### src/rtl/tc_tile_sequencer.sv
// Job sequencer for the 4x8x4 FP8 tensorcore: packs 64-bit operand beats into 256-bit A/B/C words,
// issues one op per K step with D fed back as the next C, then streams the final tile out in 64-bit beats.
module tc_tile_sequencer #(
    parameter int KW      = 8,
    parameter int TIMEOUT = 256
) (
    input  logic          clk,
    input  logic          rst,
    input  logic          job_valid,
    output logic          job_ready,
    input  logic [KW-1:0] job_k,
    input  logic          job_e5m2,
    input  logic          job_czero,
    input  logic          in_valid,
    output logic          in_ready,
    input  logic [63:0]   in_data,
    output logic          tc_e5m2mode,
    output logic          tc_in_valid,
    output logic [255:0]  tc_a,
    output logic [255:0]  tc_b,
    output logic [255:0]  tc_c,
    input  logic [255:0]  tc_d,
    input  logic          tc_out_valid,
    output logic          out_valid,
    input  logic          out_ready,
    output logic [63:0]   out_data,
    output logic          out_last,
    output logic          busy,
    output logic          err_timeout
);

    localparam int TW = (TIMEOUT > 1) ? $clog2(TIMEOUT) : 1;

    typedef enum logic [2:0] {IDLE, LOAD_C, LOAD_A, LOAD_B, ISSUE, WAIT, DRAIN} state_t;

    state_t         state;
    state_t         state_next;
    logic [KW-1:0]  k_left;
    logic [1:0]     beat;
    logic [255:0]   acc;
    logic [TW-1:0]  timer;
    logic           wait_expired;

    assign wait_expired = (timer == TW'(TIMEOUT - 1));

    always_ff @(posedge clk or negedge rst) begin
        if (!rst) begin
            state <= IDLE;
        end else begin
            state <= state_next;
        end
    end

    always_comb begin
        state_next  = state;
        job_ready   = 1'b0;
        in_ready    = 1'b0;
        tc_in_valid = 1'b0;
        out_valid   = 1'b0;
        out_data    = '0;
        out_last    = 1'b0;
        busy        = 1'b1;
        unique case (state)
            IDLE: begin
                job_ready = 1'b1;
                busy      = 1'b0;
                if (job_valid) begin
                    if (job_k == '0 && job_czero) state_next = DRAIN;
                    else if (!job_czero)          state_next = LOAD_C;
                    else                          state_next = LOAD_A;
                end
            end
            LOAD_C: begin
                in_ready = 1'b1;
                if (in_valid && beat == 2'd3) state_next = (k_left == '0) ? DRAIN : LOAD_A;
            end
            LOAD_A: begin
                in_ready = 1'b1;
                if (in_valid && beat == 2'd3) state_next = LOAD_B;
            end
            LOAD_B: begin
                in_ready = 1'b1;
                if (in_valid && beat == 2'd3) state_next = ISSUE;
            end
            ISSUE: begin
                tc_in_valid = 1'b1;
                state_next  = WAIT;
            end
            WAIT: begin
                // A response arriving on the last permitted cycle still counts as success.
                if (tc_out_valid)      state_next = (k_left == KW'(1)) ? DRAIN : LOAD_A;
                else if (wait_expired) state_next = IDLE;
            end
            DRAIN: begin
                out_valid = 1'b1;
                out_data  = acc[{beat, 6'd0} +: 64];
                out_last  = (beat == 2'd3);
                if (out_ready && beat == 2'd3) state_next = IDLE;
            end
            default: state_next = IDLE;
        endcase
    end

    always_ff @(posedge clk or negedge rst) begin
        if (!rst) begin
            k_left      <= '0;
            beat        <= '0;
            acc         <= '0;
            timer       <= '0;
            tc_a        <= '0;
            tc_b        <= '0;
            tc_c        <= '0;
            tc_e5m2mode <= 1'b0;
            err_timeout <= 1'b0;
        end else begin
            unique case (state)
                IDLE: begin
                    if (job_valid) begin
                        k_left      <= job_k;
                        tc_e5m2mode <= job_e5m2;
                        acc         <= '0;
                        beat        <= '0;
                        err_timeout <= 1'b0;
                    end
                end
                LOAD_C: begin
                    if (in_valid) begin
                        acc[{beat, 6'd0} +: 64] <= in_data;
                        beat                    <= beat + 2'd1;
                    end
                end
                LOAD_A: begin
                    if (in_valid) begin
                        tc_a[{beat, 6'd0} +: 64] <= in_data;
                        beat                     <= beat + 2'd1;
                    end
                end
                LOAD_B: begin
                    if (in_valid) begin
                        tc_b[{beat, 6'd0} +: 64] <= in_data;
                        beat                     <= beat + 2'd1;
                        if (beat == 2'd3) tc_c <= acc;
                    end
                end
                ISSUE: timer <= '0;
                WAIT: begin
                    if (tc_out_valid) begin
                        acc    <= tc_d;
                        k_left <= k_left - KW'(1);
                    end else if (wait_expired) begin
                        err_timeout <= 1'b1;
                    end else begin
                        timer <= timer + TW'(1);
                    end
                end
                DRAIN: begin
                    if (out_ready) beat <= beat + 2'd1;
                end
                default: ;
            endcase
        end
    end

endmodule

### config.mk
export PLATFORM = sky130hd
export DESIGN_NAME = tc_tile_sequencer
export DESIGN_NICKNAME = d
export VERILOG_FILES = /design/src/rtl/tc_tile_sequencer.sv
export SDC_FILE = /design/constraint.sdc
export NUM_CORES = 1
export LEC_CHECK = 0
export BUFFER_PORTS_ARGS = -buffer_cell sky130_fd_sc_hd__buf_2
export CORE_AREA = 2 2 454 456
export CTS_BUF_LIST = sky130_fd_sc_hd__clkbuf_16
export DETAILED_ROUTE_END_ITERATION = 10
export DIE_AREA = 0 0 456 458
export GPL_ROUTABILITY_DRIVEN = 0
export PLACE_DENSITY_LB_ADDON = 0.12
export SLEW_MARGIN = 20
export SYNTH_ARGS = -nofsm -noshare
export SYNTH_HDL_FRONTEND = slang
export SYNTH_SLANG_ARGS = --single-unit
### constraint.sdc
create_clock -name clk -period 2.9 [get_ports clk]
set_input_delay 0.29 -clock clk [delete_from_list [all_inputs] [get_ports clk]]
set_output_delay 0.29 -clock clk [all_outputs]
set_load 0.01 [all_outputs]
After elaboration in Yosys (flattened, before gate mapping)
Cells that the tools add are included.
{"block": "classes", "add_sub_neg": 4, "multipliers": 0, "n_div": 0, "n_lt_le_gt_ge": 0, "eq_ne": 22, "shift": 3, "muxes": 40, "bitwise": 0, "n_reduce_logical": 21}
{"op": "256-bit bitwise mux", "n": 3}
{"op": "256-bit two-way mux", "n": 3}
{"op": "256-bit case mux with 3 select lines", "n": 1}
{"op": "64-bit by 10-bit variable shift with 256-bit output (first input constant)", "n": 1}
{"op": "256-bit by 9-bit indexed part select with 64-bit output", "n": 1}
{"op": "64-bit by 10-bit indexed part select with 256-bit output", "n": 1}
{"op": "64-bit two-way mux", "n": 1}
{"op": "8-bit two-way mux", "n": 4}
{"op": "8-bit case mux with 2 select lines", "n": 2}
{"op": "3-bit two-way mux", "n": 10}
{"op": "2-bit inequality test (second input constant)", "n": 11}
{"op": "3-bit case mux with 7 select lines", "n": 1}
{"op": "8-bit logical NOT", "n": 2}
{"op": "4-bit AND reduction", "n": 3}
{"op": "8-bit negation with 10-bit output", "n": 1}
{"op": "3-bit == test (second input constant)", "n": 3}
{"op": "1-bit two-way mux", "n": 9}
{"op": "3-bit AND reduction", "n": 3}
{"op": "8-bit by 1-bit adder with 8-bit output (second input constant)", "n": 1}
{"op": "8-bit by 1-bit == test with 1-bit output (second input constant)", "n": 1}
{"op": "8-bit == test (second input constant)", "n": 1}
{"op": "2-bit two-way mux", "n": 4}
{"op": "8-bit by 1-bit subtractor with 8-bit output (second input constant)", "n": 1}
{"op": "3-bit by 2-bit == test with 1-bit output (second input constant)", "n": 2}
{"op": "other kinds (14)", "n": 20}
{"block": "totals", "register_bits": 1047, "latchBits": 0, "ram_bits": 0, "romBits": 0, "in_bits": 336, "elab_cells": 100, "mem_count": 0}

Depth between registers and ports, before layout
{"block": "depth", "word_depth": 5, "depth_mapped": 11, "mapped_depth_nobuf": 6}

Least setup slack after synthesis
No wires, ideal clock.
{"block": "synth_path", "path_kind": "flip-flop to flip-flop", "start": "reg beat[1]", "end": "reg acc[199]", "t_arrival_ns": 2.509, "path_slack_ns": 0.313, "path_stages_with_launch": 11, "path_buffers": 4, "synth_period_minus_slack_ns": 2.587, "path_cell_list": "dfrtp_1 buf_2 buf_1 inv_1 ha_1 nor4b_4 and3_1 buf_4 buf_6 a22oi_1 o2bb2ai_1"}
{"block": "synth_between", "elab_chain_cells": 5, "word_cells_on_any_way": 6, "classes_between": "1 x add/sub; 2 x shift; 3 x mux"}
{"element": "start, declared", "line": "39", "text": "logic [1:0] beat;"}
{"element": "start signal, assigned", "line": "129", "text": "beat <= beat + 2'd1;"}
{"element": "start signal, assigned", "line": "135", "text": "beat <= beat + 2'd1;"}
{"element": "start signal, assigned", "line": "141", "text": "beat <= beat + 2'd1;"}
{"element": "8-bit negation with 10-bit output *", "line": "128", "text": "acc[{beat, 6'd0} +: 64] <= in_data;"}
{"element": "64-bit by 10-bit indexed part select with 256-bit output or 64-bit by 10-bit variable shift with 256-bit output (tied branches)", "line": "128"}
{"element": "256-bit bitwise mux *", "line": "128"}
{"element": "256-bit two-way mux *", "line": "127", "text": "if (in_valid) begin"}
{"element": "256-bit case mux with 3 select lines *", "line": "116", "text": "unique case (state)"}
{"element": "end signal, assigned by index", "line": "128"}
{"element": "end signal, assigned", "line": "148", "text": "acc <= tc_d;"}
{"element": "end, declared", "line": "40", "text": "logic [255:0] acc;"}
Every way passes the cells marked *; elsewhere a longest branch is shown, timed or not. The select of a mux whose other input is x is not followed.
A chain may end at the register's enable or synchronous reset.

Worst setup path after layout
{"block": "layout_path", "start": "reg beat[1]", "end": "out out_data[33]"}
{"block": "layout_between", "elab_chain_cells": 2}
{"element": "256-bit by 9-bit indexed part select with 64-bit output", "line": "96", "text": "out_data = acc[{beat, 6'd0} +: 64];"}
{"element": "64-bit two-way mux", "line": "63", "text": "unique case (state)"}
{"element": "end, declared", "line": "26", "text": "output logic [63:0] out_data,"}
No other way between the ends.

==> flow_summary.yaml <==
power_and_ir_drop:
  vdd_ir_drop_max_uv: 641
  p_leak_uw: 0.0305
  power_density_nw_per_um2: 899
clocking:
  clk_latency_ps: 820
  numCtsBuffers: 135
  cts_tree: "yes"
  clock_path_buffers: 3
  cts.sinks: 1047
  htree_levels: 4
  worst_setup_hold_path_clk_slew_ps: 60
  cts_root_buf: "clkbuf_16"
placement:
  dp.cells: 7301
  io_buffer_count: 1175
  placed_area_um2: 54500
  hpwl_mm: 174
global_route:
  grt_pass1_wl_mm: 339
  grt_use_total: 0.230
  grt-ovfl-total: 0
  first_global_vias: 39400
  grt_max_degree: 106
  antenna_found_initial: 40
worst_setup_path:
  cp_max_fo: 5
  criticalPathCategory: "reg -> out"
  path_depth: 6
  start_kind: "flip-flop"
  cpMostUsedCell: "buf_12"
  cpLargestDelayFamily: "buffers and inverters"
  crit_path_end_kind: "output pin"
  critical-path-max-stage-delay_ps: 540
  cp_data_arrival_time_ps: 2520
  cp_slowest_cell: "mux4_2"
  crit_buf_inv: 4
  crit_chain: "buf_12 -> buf_12 -> buf_16 -> mux4_2 -> and2_4 -> buf_6"
  reg2reg_depth: 9
  cp.required_ps: 2610
routing:
  drc: 0
  vias_per_cell: 4.86
  wire_per_inst_um: 31.4
  drtIter0Drc: 2766
  via_count: 38600
  dr.pass1.iters: 5
  antenna_left: 0
  drt-total-wl_mm: 249
logic_synthesis:
  synth_nets: 4023
  synth.distinct_cells: 70
  synth.most_common_cell: "dfrtp_1"
  synth_area_leaders: "dfrtp_1 (58%), mux2_4 (5.9%), o2bb2ai_1 (5.0%)"
  syn_area_um2: 45000
  async_flop_share: 1.00
  yosys.area.top_type: "dfrtp_1"
  netlist_instances: 3678
  synth_common_cells: "dfrtp_1 (1047), nand2_1 (597), o21ai_0 (381)"
  synth_seq_area_share: 0.583
  post_synth.cell_area_avg_um2: 12.2
  synth_edf_count: 0
  synth_top_area_frac: 0.583
  synthFlopType: "dfrtp_1"
  ys_ff_latch: 1047
  ys_warn_count: 0
job:
  cap_violations: 0
layout:
  finalInstanceArea_um2: 63000
  area_delta_synth_final_pct: 40.1
  multi_input_area_um2: 17100
  regArea_um2: 26200
  fin_util: 0.309
  nFillCells: 21100
  fin_cells: 7940
  fin_nets: 5474
  drive_gt1_frac: 0.374
timing:
  finalCriticalPeriod_ps: 2810
  slew_headroom: 0.486
  setup_violations: 0
  report.final.slew_viol_count: 0
  rsz0062_at_grt: "no"
  hold_viol: 0
  tightest_slew_ps: 771
  fin_skew_ps: 29.7
  clock.fmax_mhz: 356
  post-route-period-util: 0.968
floorplanning:
  ios: 1176
  dieArea_um2: 209000
  die-height_um: 458
  coreArea_um2: 204000
  rows: 166
  start_util: 0.221
  die_w_um: 456
outcome:
  status: "completed"
min_path:
  hp-class: "in -> async"
[final cells by class]
type | instances | area share
diodes | 19 | 0.000755
clock buffers | 135 | 0.0536
clock inverters | 106 | 0.0127
inverters | 13 | 0.000894
multi-input cells | 2212 | 0.272
flip-flops and latches | 1047 | 0.416
well taps | 2688 | 0.0534
repair buffers | 1720 | 0.191
[through the flow]
stage | power, µW | setup TNS (ps) | hold slack (ps) | setup slack (ps)
2_1_floorplan | 28300 | 0 | -5.59 | 313
3_3_place_gp | 39100 | 0 | 333 | 294
3_5_place_dp | 39300 | 0 | 334 | 288
4_1_cts | 57000 | -474 | 22.4 | -74.7
5_1_grt | 59400 | 0 | 76.2 | 6.06
6_report | 56600 | 0 | 69.1 | 94.0
[worst paths after layout]
| path | from | endpoint | slack (ps) |
|---|---|---|---|
| hold reg to reg | tc_b[252] | tc_b[252] | 470 |
| min in group clk | tc_out_valid | k_left[5] | 100 |
| setup / recovery | beat[1] | out_data[33] | 90 |
| hold / removal | rst | tc_b[72] | 70 |
| max in group asynchronous | rst | tc_a[181] | 1760 |
| setup reg to reg | state[1] | acc[250] | 120 |
[where the power goes]
group	internal, µW	switching, µW	total [µW]	leakage [µW]
clock	8940	7360	16300	0.00216
sequential	17700	1990	19700	0.0145
combinational	7040	13600	20600	0.0139
[placed cells by master (no fill, tap or decap), types with 30 or more instances in the layout]
cell,synthesis,final
and2_1,67,31
o21ai_0,381,381
dlygate4sd3_1,0,343
nand2_1,597,589
a32o_1,129,129
mux2_4,176,176
clkinv_1,1,30
buf_2,142,1157
mux2_2,86,86
a32oi_1,129,129
and2_4,0,35
clkbuf_16,0,139
inv_1,11,44
o2bb2ai_1,258,258
buf_4,10,120
buf_12,0,68
mux4_2,64,64
a22o_1,64,64
dfrtp_1,1047,1042
a22oi_1,129,129
[what timing repair did]
action	4_1_cts	5_1_grt
resized for setup	90	13
hold buffers	343	0
pin swaps	0	2
hold endpoints to repair	961	0
gates cloned	4	5
endpoints found under the setup margin	65	35
buffers inserted	17	11
[cells by family (layout without fill, tap and decap cells)]
family | Yosys count | count (layout) | share of synthesized area
AO/OA/AOI/OAI | 1146 | 1146 | 0.189
XOR/XNOR | 2 | 2 | 0.000390
adder cells (fa/ha/maj) | 9 | 9 | 0.00250
buffers and inverters | 420 | 1974 | 0.0438
flip-flops | 1047 | 1047 | 0.583
multiplexers | 331 | 331 | 0.113
other | 0 | 19 | 0
AND/OR/NAND/NOR | 723 | 724 | 0.0681
[sequential cells by signal, indices dropped and copies added, names as in the netlist]
name,cells
k_left,8
state,3
err_timeout,1
beat,2
tc_e5m2mode,1
acc,256
tc_c,256
timer,8
tc_b,256
tc_a,256
[per-layer routing]
layer	part of all wire	GRT usage	vias to the layer above
li1	-	-	16600
met1	0.41	0.284	20200
met2	0.49	0.392	1454
met3	0.061	0.0538	323
met4	0.036	0.0809	12
met5	0.00028	0	-
(Power assumes the default switching activity.)
